<file path="src/rtl/arbitro_contador_pkg.sv">
// Shared constants and FSM encoding for the round-robin ones-counter front end.
package arbitro_contador_pkg;

   localparam int unsigned DEF_N_REQ  = 4;
   localparam int unsigned DEF_DATA_W = 16;
   localparam int unsigned DEF_RES_W  = 5;
   localparam int unsigned DEF_TMO    = 63;

   typedef enum logic [2:0] {
      S_IDLE      = 3'd0,
      S_ISSUE     = 3'd1,
      S_WAIT_BUSY = 3'd2,
      S_WAIT_DONE = 3'd3,
      S_RESP      = 3'd4
   } state_e;

endpackage

</file>
<file path="src/rtl/arbitro_contador_if.sv">
// Requester and engine signals of arbitro_contador; slave is the arbiter side.
interface arbitro_contador_if
   import arbitro_contador_pkg::*;
#(
   parameter int unsigned N_REQ  = DEF_N_REQ,
   parameter int unsigned DATA_W = DEF_DATA_W,
   parameter int unsigned RES_W  = DEF_RES_W
);
   logic [N_REQ-1:0]        req;
   logic [N_REQ*DATA_W-1:0] dados;
   logic [N_REQ-1:0]        ack;
   logic [N_REQ-1:0]        done;
   logic [RES_W-1:0]        resultado;
   logic                    erro;
   logic                    ocupado;
   logic [DATA_W-1:0]       eng_A;
   logic                    eng_start;
   logic                    eng_pronto;
   logic [RES_W-1:0]        eng_resultado;

   modport master (
      output req, dados, eng_pronto, eng_resultado,
      input  ack, done, resultado, erro, ocupado, eng_A, eng_start
   );

   modport slave (
      input  req, dados, eng_pronto, eng_resultado,
      output ack, done, resultado, erro, ocupado, eng_A, eng_start
   );
endinterface

</file>
<file path="src/rtl/arbitro_contador_rr_picker.sv">
// Combinational round-robin picker: first set request at or after ptr, wrapping.
module rr_picker #(
   parameter int unsigned N_REQ = 4,
   parameter int unsigned IDX_W = 2
) (
   input  logic [N_REQ-1:0] req_i,
   input  logic [IDX_W-1:0] ptr_i,
   output logic [N_REQ-1:0] grant_o,
   output logic [IDX_W-1:0] idx_o,
   output logic             any_o
);
   logic [IDX_W-1:0] pos;

   always_comb begin
      grant_o = '0;
      idx_o   = '0;
      any_o   = 1'b0;
      pos     = '0;
      for (int unsigned k = 0; k < N_REQ; k++) begin
         pos = IDX_W'((32'(ptr_i) + k) % N_REQ);
         if (!any_o && req_i[pos]) begin
            any_o        = 1'b1;
            grant_o[pos] = 1'b1;
            idx_o        = pos;
         end
      end
   end
endmodule

</file>
<file path="src/rtl/arbitro_contador.sv">
// Round-robin arbiter sharing one external ones-counter engine among N_REQ requesters,
// with a completion timeout that answers resultado=0 and erro=1.
module arbitro_contador
   import arbitro_contador_pkg::*;
#(
   parameter int unsigned N_REQ  = DEF_N_REQ,
   parameter int unsigned DATA_W = DEF_DATA_W,
   parameter int unsigned RES_W  = DEF_RES_W,
   parameter int unsigned TMO    = DEF_TMO
) (
   input  logic               clk,
   input  logic               reset,
   arbitro_contador_if.slave  bus
);
   localparam int unsigned IDX_W = (N_REQ > 1) ? $clog2(N_REQ) : 1;
   localparam int unsigned TMO_W = $clog2(TMO + 1);

   state_e            state_q, state_d;
   logic [IDX_W-1:0]  ptr_q, ptr_d, owner_q, owner_d;
   logic [TMO_W-1:0]  tmo_q, tmo_d;
   logic [DATA_W-1:0] opnd_q, opnd_d;
   logic [RES_W-1:0]  res_q, res_d;
   logic [N_REQ-1:0]  ack_q, ack_d, done_q, done_d;
   logic              erro_q, erro_d, start_q, start_d, ocup_q, ocup_d;

   logic [N_REQ-1:0]  grant;
   logic [IDX_W-1:0]  gidx;
   logic              gany;
   logic [DATA_W-1:0] op_sel;
   logic              tmo_hit;

   rr_picker #(.N_REQ(N_REQ), .IDX_W(IDX_W)) u_picker (
      .req_i   (bus.req),
      .ptr_i   (ptr_q),
      .grant_o (grant),
      .idx_o   (gidx),
      .any_o   (gany)
   );

   // Operand of the current round-robin winner.
   always_comb begin
      op_sel = '0;
      for (int unsigned i = 0; i < N_REQ; i++) begin
         if (gidx == IDX_W'(i)) op_sel = bus.dados[i*DATA_W +: DATA_W];
      end
   end

   // tmo_q counts cycles since ISSUE; hitting TMO-1 puts done exactly TMO cycles after ISSUE.
   assign tmo_hit = (tmo_q == TMO_W'(TMO - 1));

   always_comb begin
      state_d = state_q;
      ptr_d   = ptr_q;
      owner_d = owner_q;
      tmo_d   = tmo_q;
      opnd_d  = opnd_q;
      res_d   = res_q;
      ack_d   = '0;
      done_d  = '0;
      erro_d  = 1'b0;
      start_d = 1'b0;
      case (state_q)
         S_IDLE: begin
            if (gany) begin
               state_d = S_ISSUE;
               ack_d   = grant;
               owner_d = gidx;
               opnd_d  = op_sel;
               ptr_d   = (gidx == IDX_W'(N_REQ - 1)) ? '0 : gidx + IDX_W'(1);
               tmo_d   = '0;
               start_d = 1'b1;
            end
         end
         S_ISSUE: begin
            state_d = S_WAIT_BUSY;
            tmo_d   = tmo_q + TMO_W'(1);
         end
         S_WAIT_BUSY: begin
            tmo_d = tmo_q + TMO_W'(1);
            if (tmo_hit) begin
               state_d = S_RESP;
               res_d   = '0;
               erro_d  = 1'b1;
               done_d  = N_REQ'(1) << owner_q;
            end else if (!bus.eng_pronto) begin
               state_d = S_WAIT_DONE;
            end
         end
         S_WAIT_DONE: begin
            tmo_d = tmo_q + TMO_W'(1);
            if (bus.eng_pronto) begin
               state_d = S_RESP;
               res_d   = bus.eng_resultado;
               done_d  = N_REQ'(1) << owner_q;
            end else if (tmo_hit) begin
               state_d = S_RESP;
               res_d   = '0;
               erro_d  = 1'b1;
               done_d  = N_REQ'(1) << owner_q;
            end
         end
         S_RESP:  state_d = S_IDLE;
         default: state_d = S_IDLE;
      endcase
      ocup_d = (state_d != S_IDLE);
   end

   always_ff @(posedge clk or posedge reset) begin
      if (reset) begin
         state_q <= S_IDLE;
         ptr_q   <= '0;
         owner_q <= '0;
         tmo_q   <= '0;
         opnd_q  <= '0;
         res_q   <= '0;
         ack_q   <= '0;
         done_q  <= '0;
         erro_q  <= 1'b0;
         start_q <= 1'b0;
         ocup_q  <= 1'b0;
      end else begin
         state_q <= state_d;
         ptr_q   <= ptr_d;
         owner_q <= owner_d;
         tmo_q   <= tmo_d;
         opnd_q  <= opnd_d;
         res_q   <= res_d;
         ack_q   <= ack_d;
         done_q  <= done_d;
         erro_q  <= erro_d;
         start_q <= start_d;
         ocup_q  <= ocup_d;
      end
   end

   assign bus.ack       = ack_q;
   assign bus.done      = done_q;
   assign bus.resultado = res_q;
   assign bus.erro      = erro_q;
   assign bus.ocupado   = ocup_q;
   assign bus.eng_A     = opnd_q;
   assign bus.eng_start = start_q;
endmodule

</file>
<file path="src/flat_wrapper.sv">
// flat-port wrapper written by rule: the top's interface ports become plain ports
module arbitro_contador_flat import arbitro_contador_pkg::*;
#(
   parameter int unsigned N_REQ  = DEF_N_REQ,
   parameter int unsigned DATA_W = DEF_DATA_W,
   parameter int unsigned RES_W  = DEF_RES_W,
   parameter int unsigned TMO    = DEF_TMO
)
  (clk, reset, bus_req, bus_dados, bus_eng_pronto, bus_eng_resultado, bus_ack, bus_done, bus_resultado, bus_erro, bus_ocupado, bus_eng_A, bus_eng_start);
  arbitro_contador_if #(.N_REQ(N_REQ), .DATA_W(DATA_W), .RES_W(RES_W)) bus_i ();
  input  logic clk;
  input  logic reset;
  input wire logic [$bits(bus_i.req)-1:0] bus_req;
  input wire logic [$bits(bus_i.dados)-1:0] bus_dados;
  input wire logic [$bits(bus_i.eng_pronto)-1:0] bus_eng_pronto;
  input wire logic [$bits(bus_i.eng_resultado)-1:0] bus_eng_resultado;
  output wire logic [$bits(bus_i.ack)-1:0] bus_ack;
  output wire logic [$bits(bus_i.done)-1:0] bus_done;
  output wire logic [$bits(bus_i.resultado)-1:0] bus_resultado;
  output wire logic [$bits(bus_i.erro)-1:0] bus_erro;
  output wire logic [$bits(bus_i.ocupado)-1:0] bus_ocupado;
  output wire logic [$bits(bus_i.eng_A)-1:0] bus_eng_A;
  output wire logic [$bits(bus_i.eng_start)-1:0] bus_eng_start;
  assign bus_i.req = bus_req;
  assign bus_i.dados = bus_dados;
  assign bus_i.eng_pronto = bus_eng_pronto;
  assign bus_i.eng_resultado = bus_eng_resultado;
  assign bus_ack = bus_i.ack;
  assign bus_done = bus_i.done;
  assign bus_resultado = bus_i.resultado;
  assign bus_erro = bus_i.erro;
  assign bus_ocupado = bus_i.ocupado;
  assign bus_eng_A = bus_i.eng_A;
  assign bus_eng_start = bus_i.eng_start;
  arbitro_contador #(.N_REQ(N_REQ), .DATA_W(DATA_W), .RES_W(RES_W), .TMO(TMO)) u_core (.clk(clk), .reset(reset), .bus(bus_i));
endmodule
</file>
<file path="config.mk">
export PLATFORM = sky130hd
export DESIGN_NAME = arbitro_contador_flat
export DESIGN_NICKNAME = d
export VERILOG_FILES = /design/src/rtl/arbitro_contador_pkg.sv /design/src/rtl/arbitro_contador_if.sv /design/src/rtl/arbitro_contador_rr_picker.sv /design/src/rtl/arbitro_contador.sv /design/src/flat_wrapper.sv
export SDC_FILE = /design/constraint.sdc
export NUM_CORES = 1
export LEC_CHECK = 0
export ABC_AREA = 0
export BUFFER_PORTS_ARGS = -buffer_cell sky130_fd_sc_hd__buf_2
export CAP_MARGIN = 25
export CORE_AREA = 2 2 99 101
export CTS_BUF_LIST = sky130_fd_sc_hd__clkbuf_8 sky130_fd_sc_hd__clkbuf_16
export DETAILED_ROUTE_END_ITERATION = 6
export DIE_AREA = 0 0 101 103
export SLEW_MARGIN = 10
export SYNTH_ARGS = -nofsm -noshare
export SYNTH_HDL_FRONTEND = slang
export SYNTH_HIERARCHICAL = 1
export SYNTH_SLANG_ARGS = --single-unit
</file>
<file path="constraint.sdc">
create_clock -name clk -period 5.4 [get_ports clk]
set_clock_uncertainty 0.2 [all_clocks]
set_input_delay 1.08 -clock clk [delete_from_list [all_inputs] [get_ports clk]]
set_output_delay 1.08 -clock clk [all_outputs]
set_load 0.02 [all_outputs]
</file>
# == Yosys cells after proc, flatten, opt, wreduce, memory -nomap -nowiden ==
# Index checks and enable logic that the tools add are counted.
# Widths: inputs -> output; s select.
# classes
n_addsub,5
mux,54
shift,1
n_eq_ne,8
magnitude_cmp,8
bitwise,3
reduce_logical,18
# ops
op,n
$mux 16,4
$mux 4,8
$mux 1,16
$mux 3,5
$lt 2x3->1 const B,4
$or 4x4->4,3
$pmux 3 s4,1
$pmux 6 s2,1
$mux 2,5
$mux 5,2
$pmux 5 s2,1
$bmux 1 s2,4
$demux 1 s2,4
$ge 2x1->1 const B,4
$pmux 4 s2,1
$logic_and 1x1->1,7
$add 6x1->6 const B,1
$eq 3x2->1 const B,2
$eq 6x6->1 const B,1
$mux 6,1
$add 2x1->2 const B,2
$add 2x2->2 const B,2
$eq 2x2->1 const B,2
$reduce_and 2->1,2
other kinds (11),14
# word_totals
elab_cells,108
register_bits,45

# == Depth between registers and ports, before layout ==
# Gate-level depths: netlist of run 1.
# logic_depth
depth_word,17
ltp_mapped,14
depth_no_buf,11

# == Cells and area by module ==
# Netlist of run 1, hierarchy kept.
# by_module_without_submodules
module,area_each_um2,seq_area_each_um2,n_inst,cells_per_inst
arbitro_contador,2312.2,1126.1,1,235
rr_picker,419.2,0.0,1,45

# == Worst setup path before layout of run 1 ==
# No wires, ideal clock.
# synth_path
kind,input to register
from,input bus_req[3]
to,"register u_core.opnd_q[10], in the netlist u_core/bus.eng_A[10]"
cell_stages,9
t_arrival_ps,3445
path_slack_ps,1679
path_buffers,2
cell_sequence,mux4_2 > clkbuf_1 > o31ai_1 > inv_1 > ha_1 > nor3b_2 > clkbuf_1 > a211oi_1 > o21ai_1
# synth_between
elab_chain_len,17
elab_cells_between_ends,31
cone_classes,3 x eq/ne; 20 x mux; 8 x reduce/logical
# synth_lines
item,line,rtl
from (decl),flat_wrapper.sv:13,input wire logic [$bits(bus_i.req)-1:0] bus_req;
$bmux 1 s2,arbitro_contador_rr_picker.sv:21,if (!any_o && req_i[pos]) begin
$mux 1 (not written as such),arbitro_contador_rr_picker.sv:21,
$mux 1,arbitro_contador_rr_picker.sv:21,
$logic_not 1->1,arbitro_contador_rr_picker.sv:21,
$logic_and 1x1->1,arbitro_contador_rr_picker.sv:21,
$mux 1,arbitro_contador_rr_picker.sv:21,
$logic_not 1->1,arbitro_contador_rr_picker.sv:21,
$logic_and 1x1->1,arbitro_contador_rr_picker.sv:21,
$mux 1,arbitro_contador_rr_picker.sv:21,
$logic_not 1->1,arbitro_contador_rr_picker.sv:21,
$logic_and 1x1->1,arbitro_contador_rr_picker.sv:21,
$mux 2 (*),arbitro_contador_rr_picker.sv:21,
net u_core.gidx[0],arbitro_contador.sv:27,logic [IDX_W-1:0] gidx;
$logic_not 2->1,arbitro_contador.sv:44,if (gidx == IDX_W'(i)) op_sel = bus.dados[i*DATA_W +: DATA_W];
$mux 16 (3 in series),arbitro_contador.sv:44,
$mux 16 (*),arbitro_contador.sv:44,
to (signal assigned),arbitro_contador.sv:126,opnd_q <= opnd_d;
to (decl),arbitro_contador.sv:21,"logic [DATA_W-1:0] opnd_q, opnd_d;"
# Mark *: on every way through the listed nets, which the timed path passes. The rest lies on a longest branch. The select of a mux whose other input is x is not followed.
# A chain may end at the register's enable or synchronous reset.

# == Final worst setup path of run 1 ==
# layout_path
from,register u_core.ptr_q[0]
to,"register u_core.opnd_q[1], in the netlist u_core/bus.eng_A[1]"
# layout_between
elab_chain_len,17
elab_cells_between_ends,34
cone_classes,3 x add/sub; 3 x eq/ne; 20 x mux; 8 x reduce/logical
# layout_lines
item,line,rtl
from (decl),arbitro_contador.sv:19,"logic [IDX_W-1:0] ptr_q, ptr_d, owner_q, owner_d;"
from (signal assigned),arbitro_contador.sv:123,ptr_q <= ptr_d;
branches (longest 11 deep; another with $add 2x1->2),--,
$mux 2 (*),arbitro_contador_rr_picker.sv:21,
net u_core.gidx[1],arbitro_contador.sv:27,
$logic_not 2->1,arbitro_contador.sv:44,
$mux 16 (3 in series),arbitro_contador.sv:44,
$mux 16 (*),arbitro_contador.sv:44,
# Mark *: on every way through the listed nets, which the timed path passes. The select of a mux whose other input is x is not followed.

==> results of run 1 <==
-- stage by stage --
stage	worst slack [ns]	power [mW]	instances
4_1_cts	0.996	2.30	493
6_report	1.28	2.30	495
2_1_floorplan	1.68	1.75	280
3_5_place_dp	0.839	2.08	485
3_3_place_gp	0.977	2.05	485
5_1_grt	0.908	2.53	495
-- registers in the layout, indices dropped and copies added, names as in the netlist --
register	flops
u_core/bus.erro	1
u_core/owner_q	2
u_core/bus.done	4
u_core/bus.eng_start	1
u_core/tmo_q	6
u_core/bus.eng_A	16
u_core/bus.ocupado	1
u_core/bus.ack	4
u_core/bus.resultado	5
u_core/ptr_q	2
u_core/state_q	3
-- power by group through the flow --
stage / combinational, mW / clock, mW / sequential [mW]
3_3_place_gp: 1.46 / 0 / 0.590
2_1_floorplan: 1.08 / 0 / 0.665
3_5_place_dp: 1.49 / 0 / 0.591
5_1_grt: 1.68 / 0.242 / 0.606
6_report: 1.50 / 0.218 / 0.583
4_1_cts: 1.49 / 0.225 / 0.585
-- worst register-to-register path, cell delays in order, from the launching register on --
cell and delay [ns]:
dfrtp_1 0.66, inv_1 0.16, ha_1 0.38, mux4_2 0.44
nor4b_4 0.42, nor2_1 0.09, a32o_1 0.26, inv_1 0.10
ha_1 0.52, nor3b_2 0.17, buf_4 0.23, a211oi_1 0.25
o21ai_0 0.12
-- area by class of cell --
cell class / count / area, µm² / share of cell area, %
clock buffer: 5 / 68.8 / 2.01
clock inverter: 3 / 22.5 / 0.657
sequential: 45 / 1130 / 32.9
timing repair buffer: 110 / 571 / 16.6
tap: 114 / 143 / 4.16
multi-input combinational: 202 / 1440 / 41.9
inverter: 16 / 60.1 / 1.75
-- how the worst max path moves through the flow --
stage                                 from  cells past startpoint                               end  slack [ns]
6_report       u_core/ptr_q[0]$_DFFE_PP0P_                     12   u_core/bus.eng_A[1]$_DFFE_PP0P_        1.28
5_1_grt        u_core/ptr_q[0]$_DFFE_PP0P_                     12   u_core/bus.eng_A[0]$_DFFE_PP0P_        0.91
4_1_cts        u_core/ptr_q[0]$_DFFE_PP0P_                     10   u_core/bus.eng_A[1]$_DFFE_PP0P_         1.0
3_5_place_dp                    bus_req[2]                      9   u_core/bus.eng_A[1]$_DFFE_PP0P_        0.84
3_3_place_gp                    bus_req[2]                      9   u_core/bus.eng_A[5]$_DFFE_PP0P_        0.98
2_1_floorplan                   bus_req[3]                      9  u_core/bus.eng_A[10]$_DFFE_PP0P_        1.68
-- cells by family after synthesis --
family                     after synthesis
buffers and inverters                   33
AOI/OAI and AO/OA                      106
and+or+nand+nor                         75
DFF                                     45
muxes                                   10
adders and majority gates               11
-- metal layers --
layer	up-vias	wire [µm]	GRT usage (%)
li1	1233	-	-
met1	1142	3380	18.4
met2	79	3470	24.6
met3	6	437	3.66
met4	0	59	3.95
met5	-	0	0
-- synth_stat cells (3+ instances only) --
cell type / number
nor3_1: 3
and3b_1: 15
a22oi_1: 13
o21ai_1: 16
mux2_2: 3
mux2i_1: 3
a21oi_1: 5
inv_1: 15
nor2_1: 5
clkbuf_1: 11
buf_6: 6
o21ai_0: 29
o31ai_1: 3
dfrtp_1: 45
a21o_1: 16
and2_1: 4
nand2_1: 31
ha_1: 11
nand3_1: 3
a211oi_1: 15
nor4b_1: 3
==> impl_summary.log, run 1 <==
INFO  metric postCtsSetupBuffers = 0
INFO  metric max_slew_margin = 49.2%
INFO  metric postRouteAntennaNets = 0
INFO  metric grt_use_total = 14.5%
INFO  metric grt_antenna_before_repair = 0
INFO  metric synth_simple_gate_area_share = 16.7%
INFO  metric final-max-slew-violation-count = 0
INFO  metric clock.fmax = 243 MHz
INFO  metric holdWs = 0.285 ns
INFO  metric hold_path_endpoint = u_core/tmo_q[5]$_DFFE_PP0P_
INFO  metric post-route-period-util = 76.2%
INFO  metric postSynth.asyncResetShare = 100%
INFO  metric finalCoreUtilization = 36.2%
INFO  metric place.gp.congestion = 0.795
INFO  metric layout_commonest_cell = buf_2
INFO  metric r2r_setup_slack = 1.28 ns
INFO  metric synth_top_area_share = 41.2%
INFO  metric worstSetupStartpointType = flop
INFO  metric run_status = finished clean
INFO  metric yosys_warnings = 6
INFO  metric synth_seq_area_share = 41.2%
INFO  metric num-fill-cells = 1000
INFO  metric cell_count_of_the_worst_hold_path = 1
INFO  metric power.density = 670 mW/mm²
INFO  metric antenna-diode-count = 0
INFO  metric drc_violation_count_after_routing = 0
INFO  metric dp_hpwl = 5370 µm
INFO  metric worstReg2RegStart = u_core/ptr_q[0]$_DFFE_PP0P_
INFO  metric combinationalPowerShare = 65.1%
INFO  metric synth_area_leaders = dfrtp_1 41%, o21ai_0 5.3%, ha_1 5.0%, and3b_1 4.8%, a21o_1 4.4%
INFO  metric syn-mean-instance-area = 9.75 µm²
INFO  metric synth_area_leader_cell = dfrtp_1
INFO  metric power_report.internal_total = 1.18 mW
INFO  metric final-hold-violation-count = 0
INFO  metric worstRegToRegCells = 12
INFO  metric clockRootBuffer = clkbuf_8
INFO  metric port-buffer-count = 107
INFO  metric tritoncts = done
INFO  metric critical_path_required = 5.38 ns
INFO  metric timing.critical_path.slowest_cell_delay = 0.66 ns
INFO  metric clock-sinks = 45
INFO  metric fin_nets = 467
INFO  metric synth_top_family_by_area = compound AO/OA/AOI/OAI gates
INFO  metric yosys.area_share.xor_xnor = 0%
INFO  metric critical_path.top_delay_family = adder cells
INFO  metric critical_path_buf_inv_count = 3
INFO  metric yosys_register_bits = 45
INFO  metric netSwitchingFraction = 48.7%
INFO  metric p_switching = 1.12 mW
INFO  metric post_drt_via_cell_ratio = 4.97
INFO  metric worstMarginPinSlew = 0.762 ns
INFO  metric cap_viol_max_count = 0
INFO  metric cts_made_buffers = 5
INFO  metric clockBufferDepth = 2
INFO  metric total_leakage_power = 1.80 nW
INFO  metric hold_path.class = reg -> reg
INFO  metric design_area = 0.00343 mm²
INFO  metric drt-total-wl = 7350 µm
INFO  metric cp.arrival = 4.10 ns
INFO  metric via_count_of_the_first_global_routing_pass = 2479
INFO  metric power.sequential.fraction = 25.4%
INFO  metric post-route-min-period = 4.12 ns
INFO  metric grt_overflow = 0
INFO  metric initial_core_util = 28.9%
INFO  metric post_synthesis_net_count = 367
INFO  metric critPathMaxFanout = 18
INFO  metric placement_stage_cell_area = 0.00331 mm²
INFO  metric dr_total_vias = 2460
INFO  metric yosysUniqueCellTypes = 41
INFO  metric core.rowCount = 36
INFO  metric grt_max_degree = 46
INFO  metric portion_of_netlist_area_occupied_by_mux_cells = 5.91%
INFO  metric final_setup_fails = 0
INFO  metric unrepaired_setup_endpoints_after_global_routing = false
INFO  metric die-width = 101 µm
INFO  metric number_of_standard_cells_after_synthesis = 280
INFO  metric clock_latency = 0.30 ns
INFO  metric share_clk_of_total_power = 9.5%
INFO  metric critical-path-slowest-cell = dfrtp_1
INFO  metric post_drt_wl_per_cell = 14.9 µm
INFO  metric synthFlopType = dfrtp_1
INFO  metric synth_enable_flop_cells = 0
INFO  metric post_cts_repair_resize_count = 0
INFO  metric core_area = 0.00946 mm²
INFO  metric grt_pass1_wl = 11800 µm
INFO  metric drive_gt1_share = 34.1%
INFO  metric timing.critical_path.to_type = flop
INFO  metric chipHeight = 103 µm
INFO  metric post_cts_hold_buffer_count = 0
INFO  metric synthesis.area = 0.00273 mm²
INFO  metric timing.setup.tns = 0 ns
INFO  metric synth-compound-area-share = 25.0%
INFO  metric cts.reportedPaths.clkPinSlew = 0.09 ns
INFO  metric htree_num_levels = 2
INFO  metric vdd_ir_drop_max = 0.305 mV
INFO  metric r2r-end = u_core/bus.eng_A[1]$_DFFE_PP0P_
INFO  metric min-delay-start = u_core/tmo_q[5]$_DFFE_PP0P_
INFO  metric crit_chain = inv_1 -> ha_1 -> mux4_2 -> nor4b_4 -> nor2_1 -> a32o_1 -> inv_1 -> ha_1 -> nor3b_2 -> buf_4 -> a211oi_1 -> o21ai_0
INFO  metric layout-area-overhead-vs-synth = 25.5%
INFO  metric path_class = reg -> reg
INFO  metric drt_first_pass_iters = 4
INFO  metric design.die.area = 0.0104 mm²
INFO  metric drtIter0Drc = 54
INFO  metric synth_fa_ha_area_share = 5.04%
INFO  metric final_cell_mix = 107 x buf_2, 45 x dfrtp_1, 31 x nand2_1
INFO  metric boundaryPins = 108
Power figures use the tool's default switching activity.
==> inputs of run 2 (changes only) <==
==> constraint.sdc (replaced) <==
create_clock -name clk -period 3.7 [get_ports clk]
set_clock_uncertainty 0.2 [all_clocks]
set_input_delay 0.74 -clock clk [delete_from_list [all_inputs] [get_ports clk]]
set_output_delay 0.74 -clock clk [all_outputs]
set_load 0.02 [all_outputs]
==> impl_summary.log, run 2 (synthesis results as in run 1) <==
INFO  metric design.die.area = 0.0104 mm² (unchanged)
INFO  metric die-width = 101 µm (unchanged)
INFO  metric run_status = finished clean
INFO  metric worstSetupStartpointType = flop
INFO  metric final_setup_fails = 0 (unchanged)
INFO  metric combinationalPowerShare = 68.9% (+3.8 points)
INFO  metric clockBufferDepth = 2 (unchanged)
INFO  metric clock.fmax = 292 MHz (+20%)
INFO  metric num-fill-cells = 970 (-3.0%)
INFO  metric clock_latency = 0.29 ns (about the same)
INFO  metric final-max-slew-violation-count = 0 (unchanged)
INFO  metric unrepaired_setup_endpoints_after_global_routing = false
INFO  metric vdd_ir_drop_max = 0.436 mV (+43%)
INFO  metric via_count_of_the_first_global_routing_pass = 2526 (+1.9%)
INFO  metric port-buffer-count = 107 (unchanged)
INFO  metric largest_reg_flops = 16 (unchanged)
INFO  metric wl_met3 = 508 µm (+16%)
INFO  metric tritoncts = done
INFO  metric htree_num_levels = 2 (unchanged)
INFO  metric power.sequential.fraction = 22.7% (-2.7 points)
INFO  metric dp_hpwl = 5610 µm (+4.4%)
INFO  metric netSwitchingFraction = 47.3% (-1.4 points)
INFO  metric post_drt_wl_per_cell = 14.9 µm (+0.44%)
INFO  metric met2_wirelength = 3600 µm (+3.6%)
INFO  metric power_report.internal_total = 1.90 mW (+61%)
INFO  metric worstMarginPinSlew = 0.581 ns (-0.180 ns)
INFO  metric hold_path.class = in -> async
INFO  metric max_slew_margin = 60.8% (+12 points)
INFO  metric p_switching = 1.70 mW (+52%)
INFO  metric post_drt_via_cell_ratio = 5.02 (+1.1%)
INFO  metric final-hold-violation-count = 0 (unchanged)
INFO  metric grt_overflow = 0 (unchanged)
INFO  metric cp.arrival = 3.40 ns (-0.70 ns)
INFO  metric critPathMaxFanout = 32 (+14)
INFO  metric design_area = 0.00354 mm² (+3.4%)
INFO  metric chipHeight = 103 µm (unchanged)
INFO  metric detail_route.wirelength.met1 = 3390 µm (+0.15%)
INFO  metric dr_total_vias = 2552 (+3.7%)
INFO  metric cts.reportedPaths.clkPinSlew = 0.09 ns (about the same)
INFO  metric core_area = 0.00946 mm² (unchanged)
INFO  metric layout-area-overhead-vs-synth = 29.7%
INFO  metric maxUsedRoutingLayer = met4
INFO  metric place.gp.congestion = 0.748 (-5.9%)
INFO  metric placement_stage_cell_area = 0.00341 mm² (+3.0%)
INFO  metric boundaryPins = 108 (unchanged)
INFO  metric post-route-period-util = 92.7% (+16 points)
INFO  metric power.density = 1020 mW/mm² (+52%)
INFO  metric clockRootBuffer = clkbuf_8
INFO  metric drc_violation_count_after_routing = 0 (unchanged)
INFO  metric total_leakage_power = 1.86 nW (+3.3%)
INFO  metric post-route-min-period = 3.43 ns (-0.686 ns)
INFO  metric layout_commonest_cell = buf_2
INFO  metric grt_antenna_before_repair = 0 (unchanged)
INFO  metric clock-sinks = 45 (unchanged)
INFO  metric grt_max_degree = 46 (unchanged)
INFO  metric grt_pass1_wl = 12300 µm (+4.1%)
INFO  metric drt-total-wl = 7580 µm (+3.1%)
INFO  metric antenna-diode-count = 0 (unchanged)
INFO  metric drt_first_pass_iters = 4 (unchanged)
INFO  metric final_cell_mix = 107 x buf_2, 45 x dfrtp_1, 31 x nand2_1
INFO  metric grt_use_total = 14.8% (+0.36 points)
INFO  metric timing.critical_path.to_type = flop
INFO  metric cts_made_buffers = 5 (unchanged)
INFO  metric cap_viol_max_count = 0 (unchanged)
INFO  metric path_class = reg -> reg
INFO  metric fin_nets = 480 (+2.8%)
INFO  metric postRouteAntennaNets = 0 (unchanged)
INFO  metric drive_gt1_share = 36.3% (+2.2 points)
INFO  metric overall_power_consumption = 3.60 mW (+57%)
INFO  metric core.rowCount = 36 (unchanged)
INFO  metric share_clk_of_total_power = 8.4% (-1.1 points)
INFO  metric critical_path_required = 3.67 ns (-1.71 ns)
INFO  metric initial_core_util = 28.9% (unchanged)
INFO  metric drtIter0Drc = 58 (+7.4%)
[run 2: power groups by stage]
| stage | registers (mW) | logic [mW] | clock network, mW |
|---|---|---|---|
| floorplan | 0.971 | 1.58 | 0 |
| global placement | 0.828 | 2.35 | 0 |
| detailed placement | 0.828 | 2.41 | 0 |
| CTS | 0.821 | 2.44 | 0.314 |
| global route | 0.852 | 2.76 | 0.341 |
| finish | 0.818 | 2.48 | 0.302 |
[run 2: worst max-delay path, cell delays in order, from the launching register on]
cell,delay (ns)
dfrtp_1,0.36
buf_4,0.17
mux4_1,0.65
and2b_2,0.25
o21ai_0,0.19
o31ai_1,0.13
inv_1,0.12
ha_1,0.23
buf_4,0.32
and3b_1,0.23
a211oi_1,0.31
o21ai_0,0.14
[run 2: per-stage QoR]
step | utilization [%] | hold slack, ns | TNS [ns] | std cells | worst slack (ns)
global placement | 36.0 | 0.261 | -1.74 | 498 | -0.209
CTS | 37.0 | 0.284 | 0 | 506 | 0.0834
floorplan | - | 0.246 | 0 | 280 | 0.319
finish | 37.4 | 0.214 | 0 | 508 | 0.270
detailed placement | 36.0 | 0.267 | -3.04 | 498 | -0.293
global route | 37.4 | 0.238 | 0 | 508 | 0.0371
[run 2: worst paths after layout]
path,to,depth (start not counted),startpoint,slack (ns)
setup / recovery,u_core/bus.eng_A[0]$_DFFE_PP0P_,11,u_core/ptr_q[1]$_DFFE_PP0P_,0.27
hold / removal,u_core/bus.eng_A[7]$_DFFE_PP0P_,2,reset,0.21
setup reg to reg,u_core/bus.eng_A[0]$_DFFE_PP0P_,11,u_core/ptr_q[1]$_DFFE_PP0P_,0.27
hold reg to reg,u_core/tmo_q[4]$_DFFE_PP0P_,1,u_core/tmo_q[4]$_DFFE_PP0P_,0.28
max in group asynchronous,u_core/tmo_q[5]$_DFFE_PP0P_,3,reset,2.60
min in group clk,u_core/tmo_q[4]$_DFFE_PP0P_,1,u_core/tmo_q[4]$_DFFE_PP0P_,0.28
[run 2: cell type report]
type | instances | area (µm²) | area share (%)
inverters | 16 | 60.1 | 1.70
repair buffers | 123 | 681 | 19.2
clock buffers | 5 | 68.8 | 1.94
clock inverters | 3 | 18.8 | 0.530
flip-flops and latches | 45 | 1130 | 31.8
well taps | 114 | 143 | 4.03
multi-input cells | 202 | 1450 | 40.8
[run 2: what timing repair did]
item	CTS	global route
endpoints found under the hold margin	0	0
setup buffers	0	1
gates resized for setup	1	1
pin swaps	0	1
hold buffers	0	0
setup endpoints to repair	3	9
[run 2: metal layers]
layer,up-vias,global-route usage (%)
met5,-,0
met4,0,3.95
met3,6,4.27
met2,92,24.5
met1,1200,19.2
li1,1254,-
